$ cat src/rtl/aes_bram_responder.sv
// BRAM responder for the AES sequencer: services held word read/write requests with one complete pulse each.
// Optional build macro AES_BRAM_ALIGN_CHECK_EN rejects misaligned byte addresses with bram_err instead of truncating.
//
// state    | meaning
// IDLE     | waiting for a request; read wins over write
// RD_ISSUE | BRAM enable + address for a read
// RD_WAIT  | counting down BRAM read latency
// WR_ISSUE | BRAM enable + full write strobe
// DONE     | one-cycle bram_complete pulse
// RELEASE  | waits for the serviced request line to drop
module aes_bram_responder #(
    parameter int READ_LATENCY = 2,
    parameter int BRAM_AW      = 12
) (
    input  logic               aes_clk,
    input  logic               aes_rst_n,
    input  logic               aes_start_read,
    input  logic               aes_start_write,
    input  logic [31:0]        aes_bram_addr,
    input  logic [31:0]        aes_bram_write_addr,
    input  logic [31:0]        aes_bram_write_data,
    output logic [31:0]        aes_bram_read_data,
    output logic               bram_complete,
    output logic               bram_err,
    output logic               bram_en,
    output logic [3:0]         bram_we,
    output logic [BRAM_AW-1:0] bram_word_addr,
    output logic [31:0]        bram_wrdata,
    input  logic [31:0]        bram_rddata
);

    typedef enum logic [2:0] {
        IDLE     = 3'd0,
        RD_ISSUE = 3'd1,
        RD_WAIT  = 3'd2,
        WR_ISSUE = 3'd3,
        DONE     = 3'd4,
        RELEASE  = 3'd5
    } state_t;

    localparam logic [2:0] CNT_LOAD = 3'(READ_LATENCY - 1);

    state_t             state;
    state_t             state_nxt;
    logic [BRAM_AW-1:0] addr_q;
    logic [31:0]        data_q;
    logic               op_rd_q;
    logic [2:0]         cnt_q;
    logic               req;
    logic [31:0]        cap_addr;
    logic               misaligned;
    logic               serviced_line;
    logic               unused_addr_bits;

    assign req      = aes_start_read | aes_start_write;
    assign cap_addr = aes_start_read ? aes_bram_addr : aes_bram_write_addr;

`ifdef AES_BRAM_ALIGN_CHECK_EN
    assign misaligned = (cap_addr[1:0] != 2'b00);
`else
    assign misaligned = 1'b0;
`endif

    assign unused_addr_bits = ^{aes_bram_addr[31:BRAM_AW+2], aes_bram_addr[1:0],
                                aes_bram_write_addr[31:BRAM_AW+2], aes_bram_write_addr[1:0]};

    // Only the line that was serviced can release the FSM; the other stays pending.
    assign serviced_line = op_rd_q ? aes_start_read : aes_start_write;

    assign bram_word_addr = addr_q;
    assign bram_wrdata    = data_q;

    always_comb begin
        state_nxt = state;
        case (state)
            IDLE: begin
                if (req) begin
                    if (misaligned)
                        state_nxt = DONE;
                    else if (aes_start_read)
                        state_nxt = RD_ISSUE;
                    else
                        state_nxt = WR_ISSUE;
                end
            end
            RD_ISSUE: state_nxt = RD_WAIT;
            RD_WAIT: begin
                if (cnt_q == 3'd0)
                    state_nxt = DONE;
            end
            WR_ISSUE: state_nxt = DONE;
            DONE:     state_nxt = RELEASE;
            RELEASE: begin
                if (!serviced_line)
                    state_nxt = IDLE;
            end
            default:  state_nxt = IDLE;
        endcase
    end

    // Outputs are registered from the next state so they change cleanly on the clock edge.
    always_ff @(posedge aes_clk or negedge aes_rst_n) begin
        if (!aes_rst_n) begin
            state              <= IDLE;
            addr_q             <= '0;
            data_q             <= '0;
            op_rd_q            <= 1'b0;
            cnt_q              <= 3'd0;
            aes_bram_read_data <= '0;
            bram_complete      <= 1'b0;
            bram_err           <= 1'b0;
            bram_en            <= 1'b0;
            bram_we            <= 4'h0;
        end else begin
            state         <= state_nxt;
            bram_en       <= (state_nxt == RD_ISSUE) || (state_nxt == WR_ISSUE);
            bram_we       <= (state_nxt == WR_ISSUE) ? 4'hF : 4'h0;
            bram_complete <= (state_nxt == DONE);
`ifdef AES_BRAM_ALIGN_CHECK_EN
            bram_err      <= (state == IDLE) && (state_nxt == DONE);
`else
            bram_err      <= 1'b0;
`endif
            if (state == IDLE && req) begin
                addr_q  <= cap_addr[BRAM_AW+1:2];
                op_rd_q <= aes_start_read;
                if (!aes_start_read)
                    data_q <= aes_bram_write_data;
            end

            if (state == RD_ISSUE)
                cnt_q <= CNT_LOAD;
            else if (state == RD_WAIT && cnt_q != 3'd0)
                cnt_q <= cnt_q - 3'd1;

            if (state == RD_WAIT && cnt_q == 3'd0)
                aes_bram_read_data <= bram_rddata;
        end
    end

endmodule

$ cat config.mk
export PLATFORM = sky130hd
export DESIGN_NAME = aes_bram_responder
export DESIGN_NICKNAME = d
export VERILOG_FILES = /design/src/rtl/aes_bram_responder.sv
export SDC_FILE = /design/constraint.sdc
export NUM_CORES = 1
export LEC_CHECK = 0
export CAP_MARGIN = 20
export CORE_MARGIN = 2
export CORE_UTILIZATION = 24
export CTS_BUF_LIST = sky130_fd_sc_hd__clkbuf_2
export DETAILED_ROUTE_END_ITERATION = 8
export HOLD_SLACK_MARGIN = 0.05
export PLACE_DENSITY_LB_ADDON = 0.12
export REMOVE_ABC_BUFFERS = 1
export SLEW_MARGIN = 20
export SYNTH_ARGS = -nofsm -noshare
export SYNTH_HDL_FRONTEND = slang
export SYNTH_SLANG_ARGS = --single-unit
$ cat constraint.sdc
create_clock -name aes_clk -period 4.7 [get_ports aes_clk]
set_input_delay 0.705 -clock aes_clk [delete_from_list [all_inputs] [get_ports aes_clk]]
set_output_delay 0.705 -clock aes_clk [all_outputs]
set_load 0.05 [all_outputs]
After elaboration in Yosys (flattened, before gate mapping):

Cells that the tools add are included.

* equal/unequal tests: 8
* bitwise operators: 2
* $add $sub $neg: 1
* muxes and demuxes: 10
* reduce and logical (&&, ||, !) cells: 9

Operators by type and width (count)
* one-hot mux 3 bit (6 select lines): 1
* two-way mux 3 bit: 5
* two-way mux 14 bit: 1
* equality test 3 x 2 -> 1 bit (second input constant): 3
* equality test 3 bit (second input constant): 3
* equality test 3 x 1 -> 1 bit (second input constant): 2
* zero test 3 bit: 2
* two-way mux 4 bit: 1
* logical AND 1 bit: 3
* nonzero test 3 bit: 1
* subtractor 3 x 1 -> 3 bit (second input constant): 1
* two-way mux 2 bit: 1
* AND reduction 2 bit: 1
* nonzero test 2 bit: 1
* logical OR 1 bit: 1
* two-way mux 1 bit: 1
* NOT 1 bit: 1
* OR 1 bit: 1

* input port bits: 132
* word-level logic and storage cells: 39
* output and inout bits: 83
* register bits after elaboration: 89

Longest topological paths before layout:

* depth in word-level cells: 5
* depth in mapped cells: 6
* mapped depth without buffers: 6

Worst setup path before layout:

OpenSTA, ideal clock, no wires.

* path type: register to register
* start point: register cnt_q[0]
* end point: register aes_bram_read_data[10]
* data arrival time: 1627 ps
* setup slack: 2949 ps
* period minus slack after synthesis: 1751 ps
* buffers on the path: 1
* cell stages (with the launch flop): 7
* cell sequence: dfrtp_1 -> inv_1 -> ha_1 -> ha_1 -> nor3b_2 -> buf_4 -> mux2_2

* longest elaborated chain between the ends: 2

RTL lines
* from (decl): line 48 `logic [2:0] cnt_q;`
* from (signal assigned): line 134 `cnt_q <= cnt_q - 3'd1;`
* zero test 3 bit: line 136 `if (state == RD_WAIT && cnt_q == 3'd0)`
* logical AND 1 bit: line 136
* to (signal assigned): line 137 `aes_bram_read_data <= bram_rddata;`
* to (decl): line 22 `output logic [31:0] aes_bram_read_data,`

No other way between the ends.
A chain may end at the register's enable or synchronous reset.

Final worst setup path:

* start point: register addr_q[6], in the netlist bram_word_addr[6]
* end point: output port bram_word_addr[6]

RTL lines
* from (decl): line 45 `logic [BRAM_AW-1:0] addr_q;`
* from (signal assigned): line 125 `addr_q <= cap_addr[BRAM_AW+1:2];`
* to (decl): line 27 `output logic [BRAM_AW-1:0] bram_word_addr,`

No word-level cell between the ends.

==> load_flow_metrics.sql <==
INSERT INTO impl_metrics (metric_group, metric, value, unit) VALUES
('final_layout', 'num-nets-final', '533', ''),
('sta', 'fin_tns_setup', '0', 'ns'),
('sta', 'hold_viol_final', '0', ''),
('detailed_routing', 'route.antenna.remaining_nets', '0', ''),
('synth', 'netlist-cell-type-count', '27', ''),
('worst_setup_path', 'setup.worst_path.start_class', 'flip-flop', ''),
('worst_setup_path', 'setup.worst_path.end_class', 'primary output', ''),
('grt', 'overflow', '0', ''),
('worst_setup_path', 'timing.critical_path.cells', 'clkdlybuf4s50_1', ''),
('floorplanning', 'design.die.area', '15700', 'sq um'),
('clock_tree', 'clkSinkCount', '86', ''),
('sta', 'max-slew-margin-rel', '34.9', '%'),
('synth', 'synth_cells', '231', ''),
('clock_tree', 'depth_of_the_cts_h_tree', '3', ''),
('synth', 'postSynthAreaPerCell', '15.3', 'sq um'),
('place', 'gp_routability_congestion', '0.703', ''),
('hold_path', 'hold_path_class', 'primary input to async pin', ''),
('worst_setup_path', 'timing.setup.critical_path_class', 'flip-flop to primary output', ''),
('place', 'dp.final_hpwl', '6500', 'microns'),
('worst_setup_path', 'slowest_stage', 'sky130_fd_sc_hd__clkdlybuf4s50_1', ''),
('clock_tree', 'post_cts_repair_resize_count', '0', ''),
('clock_tree', 'clkLatencyLatePin', '0.53', 'ns'),
('power_and_ir_drop', 'p_per_area', '795', 'nW/um^2'),
('place', 'port_buffers', '173', ''),
('floorplanning', 'design.core.area', '14500', 'sq um'),
('grt', 'largest_net_degree_at_the_start_of_global_routing', '47', ''),
('place', 'detailedPlace.worstSlack', '1.74', 'ns'),
('final_layout', 'flow.area_growth_from_synthesis', '54.7', '%'),
('grt', 'grt_pass1_wl', '14300', 'microns'),
('floorplanning', 'die_height', '125', 'microns'),
('worst_setup_path', 'path_max_fanout', '3', ''),
('grt', 'global_route.usage.total', '11.8', '%'),
('sta', 'timing.final.crit_period', '2.49', 'ns'),
('sta', 'maximum_clock_rate', '401', 'MHz'),
('detailed_routing', 'route.detailed.vias_per_inst', '4.34', ''),
('synth', 'synth.ff_latch_count', '86', ''),
('synth', 'seq_area_frac_synth', '60.9', '%'),
('clock_tree', 'post_cts_buffers', '0', ''),
('sta', 'setup_viol', '0', ''),
('final_layout', 'final_layout_size_suffix_gt1_share', '16.2', '%'),
('worst_setup_path', 'reg2reg_slack', '2.31', 'ns'),
('sta', 'worst_slew_pin_tran', '0.971', 'ns'),
('synth', 'yosys_warnings', '0', ''),
('power_and_ir_drop', 'peakVddDrop', '0.194', 'mV'),
('floorplanning', 'io_pins', '215', ''),
('final_layout', 'number_of_filler_instances_in_the_final_layout', '1431', ''),
('clock_tree', 'clk_path_buf_depth', '2', ''),
('worst_setup_path', 'cpLargestDelayFamily', 'buffers and inverters', ''),
('sta', 'final_max_slew_viol_count', '0', ''),
('detailed_routing', 'remaining_drcs', '0', ''),
('detailed_routing', 'starting_drt_drc_count', '160', ''),
('clock_tree', 'clk_pin_slew', '0.22', 'ns'),
('detailed_routing', 'wl', '9030', 'microns'),
('job', 'maxCapViolCount', '0', ''),
('sta', 'finClkSkew', '0.0219', 'ns'),
('sta', 'grt_setup_unrepaired', 'no', ''),
('status', 'status', 'finished, final reports clean', ''),
('detailed_routing', 'routed-via-count', '2542', ''),
('worst_setup_path', 'cp_data_required_time', '3.99', 'ns'),
('worst_setup_path', 'peak_per_stage_delay_on_the_critical_path', '0.83', 'ns'),
('grt', 'antenna_found_initial', '1', ''),
('worst_setup_path', 'cp.arrival', '1.79', 'ns'),
('final_layout', 'seqCellArea', '2150', 'sq um'),
('floorplanning', 'die_width', '125', 'microns'),
('floorplanning', 'rows', '44', ''),
('worst_setup_path', 'timing.critical_path.buf_inv', '1', ''),
('clock_tree', 'cts_tree', 'done', ''),
('clock_tree', 'cts_made_buffers', '9', ''),
('sta', 'layout_setup_ws', '2.21', 'ns'),
('sta', 'final.period_utilization', '53.0', '%'),
('clock_tree', 'hold_buffers', '0', ''),
('floorplanning', 'starting_utilization_of_the_core_area', '24.4', '%'),
('detailed_routing', 'first_pass_iters', '4', ''),
('final_layout', 'multiInputGateArea', '1230', 'sq um'),
('synth', 'syn-cell-area', '3530', 'sq um'),
('grt', 'vias_in_the_first_global_route', '2607', ''),
('detailed_routing', 'detail_route.wl_per_cell', '15.4', 'microns'),
('power_and_ir_drop', 'leakagePower', '2.21', 'nW'),
('clock_tree', 'cts.root.buffer_cell', 'sky130_fd_sc_hd__clkbuf_2', '');
==> cells by family after synthesis <==
logic type / synth area share, %
adders and majority gates: 0.708
and+or+nand+nor: 2.66
DFF: 60.9
other: 0.106
muxes: 21.0
AOI/OAI and AO/OA: 9.99
buffers and inverters: 4.64
==> layout make-up <==
| type | count | area share, % |
|---|---|---|
| Antenna cell | 1 | 0.0458 |
| Clock buffer | 9 | 0.824 |
| Clock inverter | 4 | 0.755 |
| Inverter | 6 | 0.412 |
| Multi-Input combinational cell | 121 | 22.5 |
| Sequential cell | 86 | 39.4 |
| Tap cell | 184 | 4.21 |
| Timing Repair Buffer | 175 | 31.9 |
==> power breakdown <==
group	switching (mW)	leakage, nW	internal (mW)
clock	0.237	0.0562	0.109
combinational	1.68	1.12	1.01
sequential	0.210	1.04	1.10
total	2.13	2.21	2.22
==> sequential cells by signal (all words and copies together), names as in the netlist <==
signal and cells:
bram_wrdata 32, bram_we 1, bram_en 1, op_rd_q 1, state 3, bram_complete 1, bram_word_addr 12, aes_bram_read_data 32
cnt_q 3
==> routing by layer <==
metal | track usage, % | up-vias | routed length (microns)
li1 | - | 1191 | -
met5 | 0 | - | 0
met4 | 6.08 | 0 | 196
met1 | 14.4 | 1246 | 3860
met2 | 19.4 | 93 | 4520
met3 | 2.74 | 12 | 459
==> worst paths after layout <==
| check | from | end | cells past startpoint |
|---|---|---|---|
| min | aes_rst_n | aes_bram_read_data[4]$_DFFE_PN0P_ | 1 |
| min reg2reg | bram_wrdata[16]$_DFFE_PN0P_ | bram_wrdata[16]$_DFFE_PN0P_ | 1 |
| min in group aes_clk | bram_wrdata[16]$_DFFE_PN0P_ | bram_wrdata[16]$_DFFE_PN0P_ | 1 |
| max | bram_word_addr[6]$_DFFE_PN0P_ | bram_word_addr[6] | 1 |
| max in group asynchronous | aes_rst_n | bram_wrdata[27]$_DFFE_PN0P_ | 2 |
| max reg2reg | state[1]$_DFF_PN0_ | bram_word_addr[9]$_DFFE_PN0P_ | 3 |
==> synthesized netlist by cell type (all sizes together) <==
library cell	n	area share (%)
nor2	4	0.89
nor3b	1	0.35
nand2	2	0.21
inv	6	0.64
o21a	1	0.21
or3	1	0.18
and2	1	0.18
mux2	65	21
conb	1	0.11
nor3	1	0.14
a2bb2oi	1	0.25
o32a	14	4.0
buf	15	3.7
clkbuf	3	0.32
or2	1	0.18
o221a	12	3.8
nand2b	3	0.53
dfrtp	86	61
o21ai	3	0.42
ha	2	0.71
mux2i	1	0.28
a221oi	1	0.25
o22ai	6	1.1
==> per-stage QoR <==
step	hold slack, ns	util, %	cell area, sq um	cells	power (mW)
2_1_floorplan	0.409	-	3390	213	3.08
3_3_place_gp	0.467	37.1	5380	572	4.03
3_5_place_dp	0.474	37.1	5380	572	4.06
4_1_cts	0.0553	37.7	5460	585	4.42
5_1_grt	0.0788	37.8	5470	586	4.57
6_report	0.107	37.8	5470	586	4.34
==> placed cells by master (no fill, tap or decap), types with 2 or more instances in the layout <==
master | netlist | final
sky130_fd_sc_hd__o21ai_0 | 3 | 3
sky130_fd_sc_hd__o221a_2 | 12 | 12
sky130_fd_sc_hd__clkinv_1 | 0 | 3
sky130_fd_sc_hd__nand2_1 | 2 | 2
sky130_fd_sc_hd__mux2_1 | 29 | 29
sky130_fd_sc_hd__dfrtp_1 | 86 | 86
sky130_fd_sc_hd__ha_1 | 2 | 2
sky130_fd_sc_hd__mux2_2 | 36 | 36
sky130_fd_sc_hd__o32a_1 | 14 | 14
sky130_fd_sc_hd__nand2b_1 | 3 | 3
sky130_fd_sc_hd__nor2_1 | 3 | 3
sky130_fd_sc_hd__o22ai_1 | 6 | 6
sky130_fd_sc_hd__clkbuf_2 | 0 | 9
sky130_fd_sc_hd__clkdlybuf4s50_1 | 0 | 172
sky130_fd_sc_hd__buf_4 | 7 | 3
sky130_fd_sc_hd__inv_1 | 6 | 6
Power figures use the tool's default switching activity.
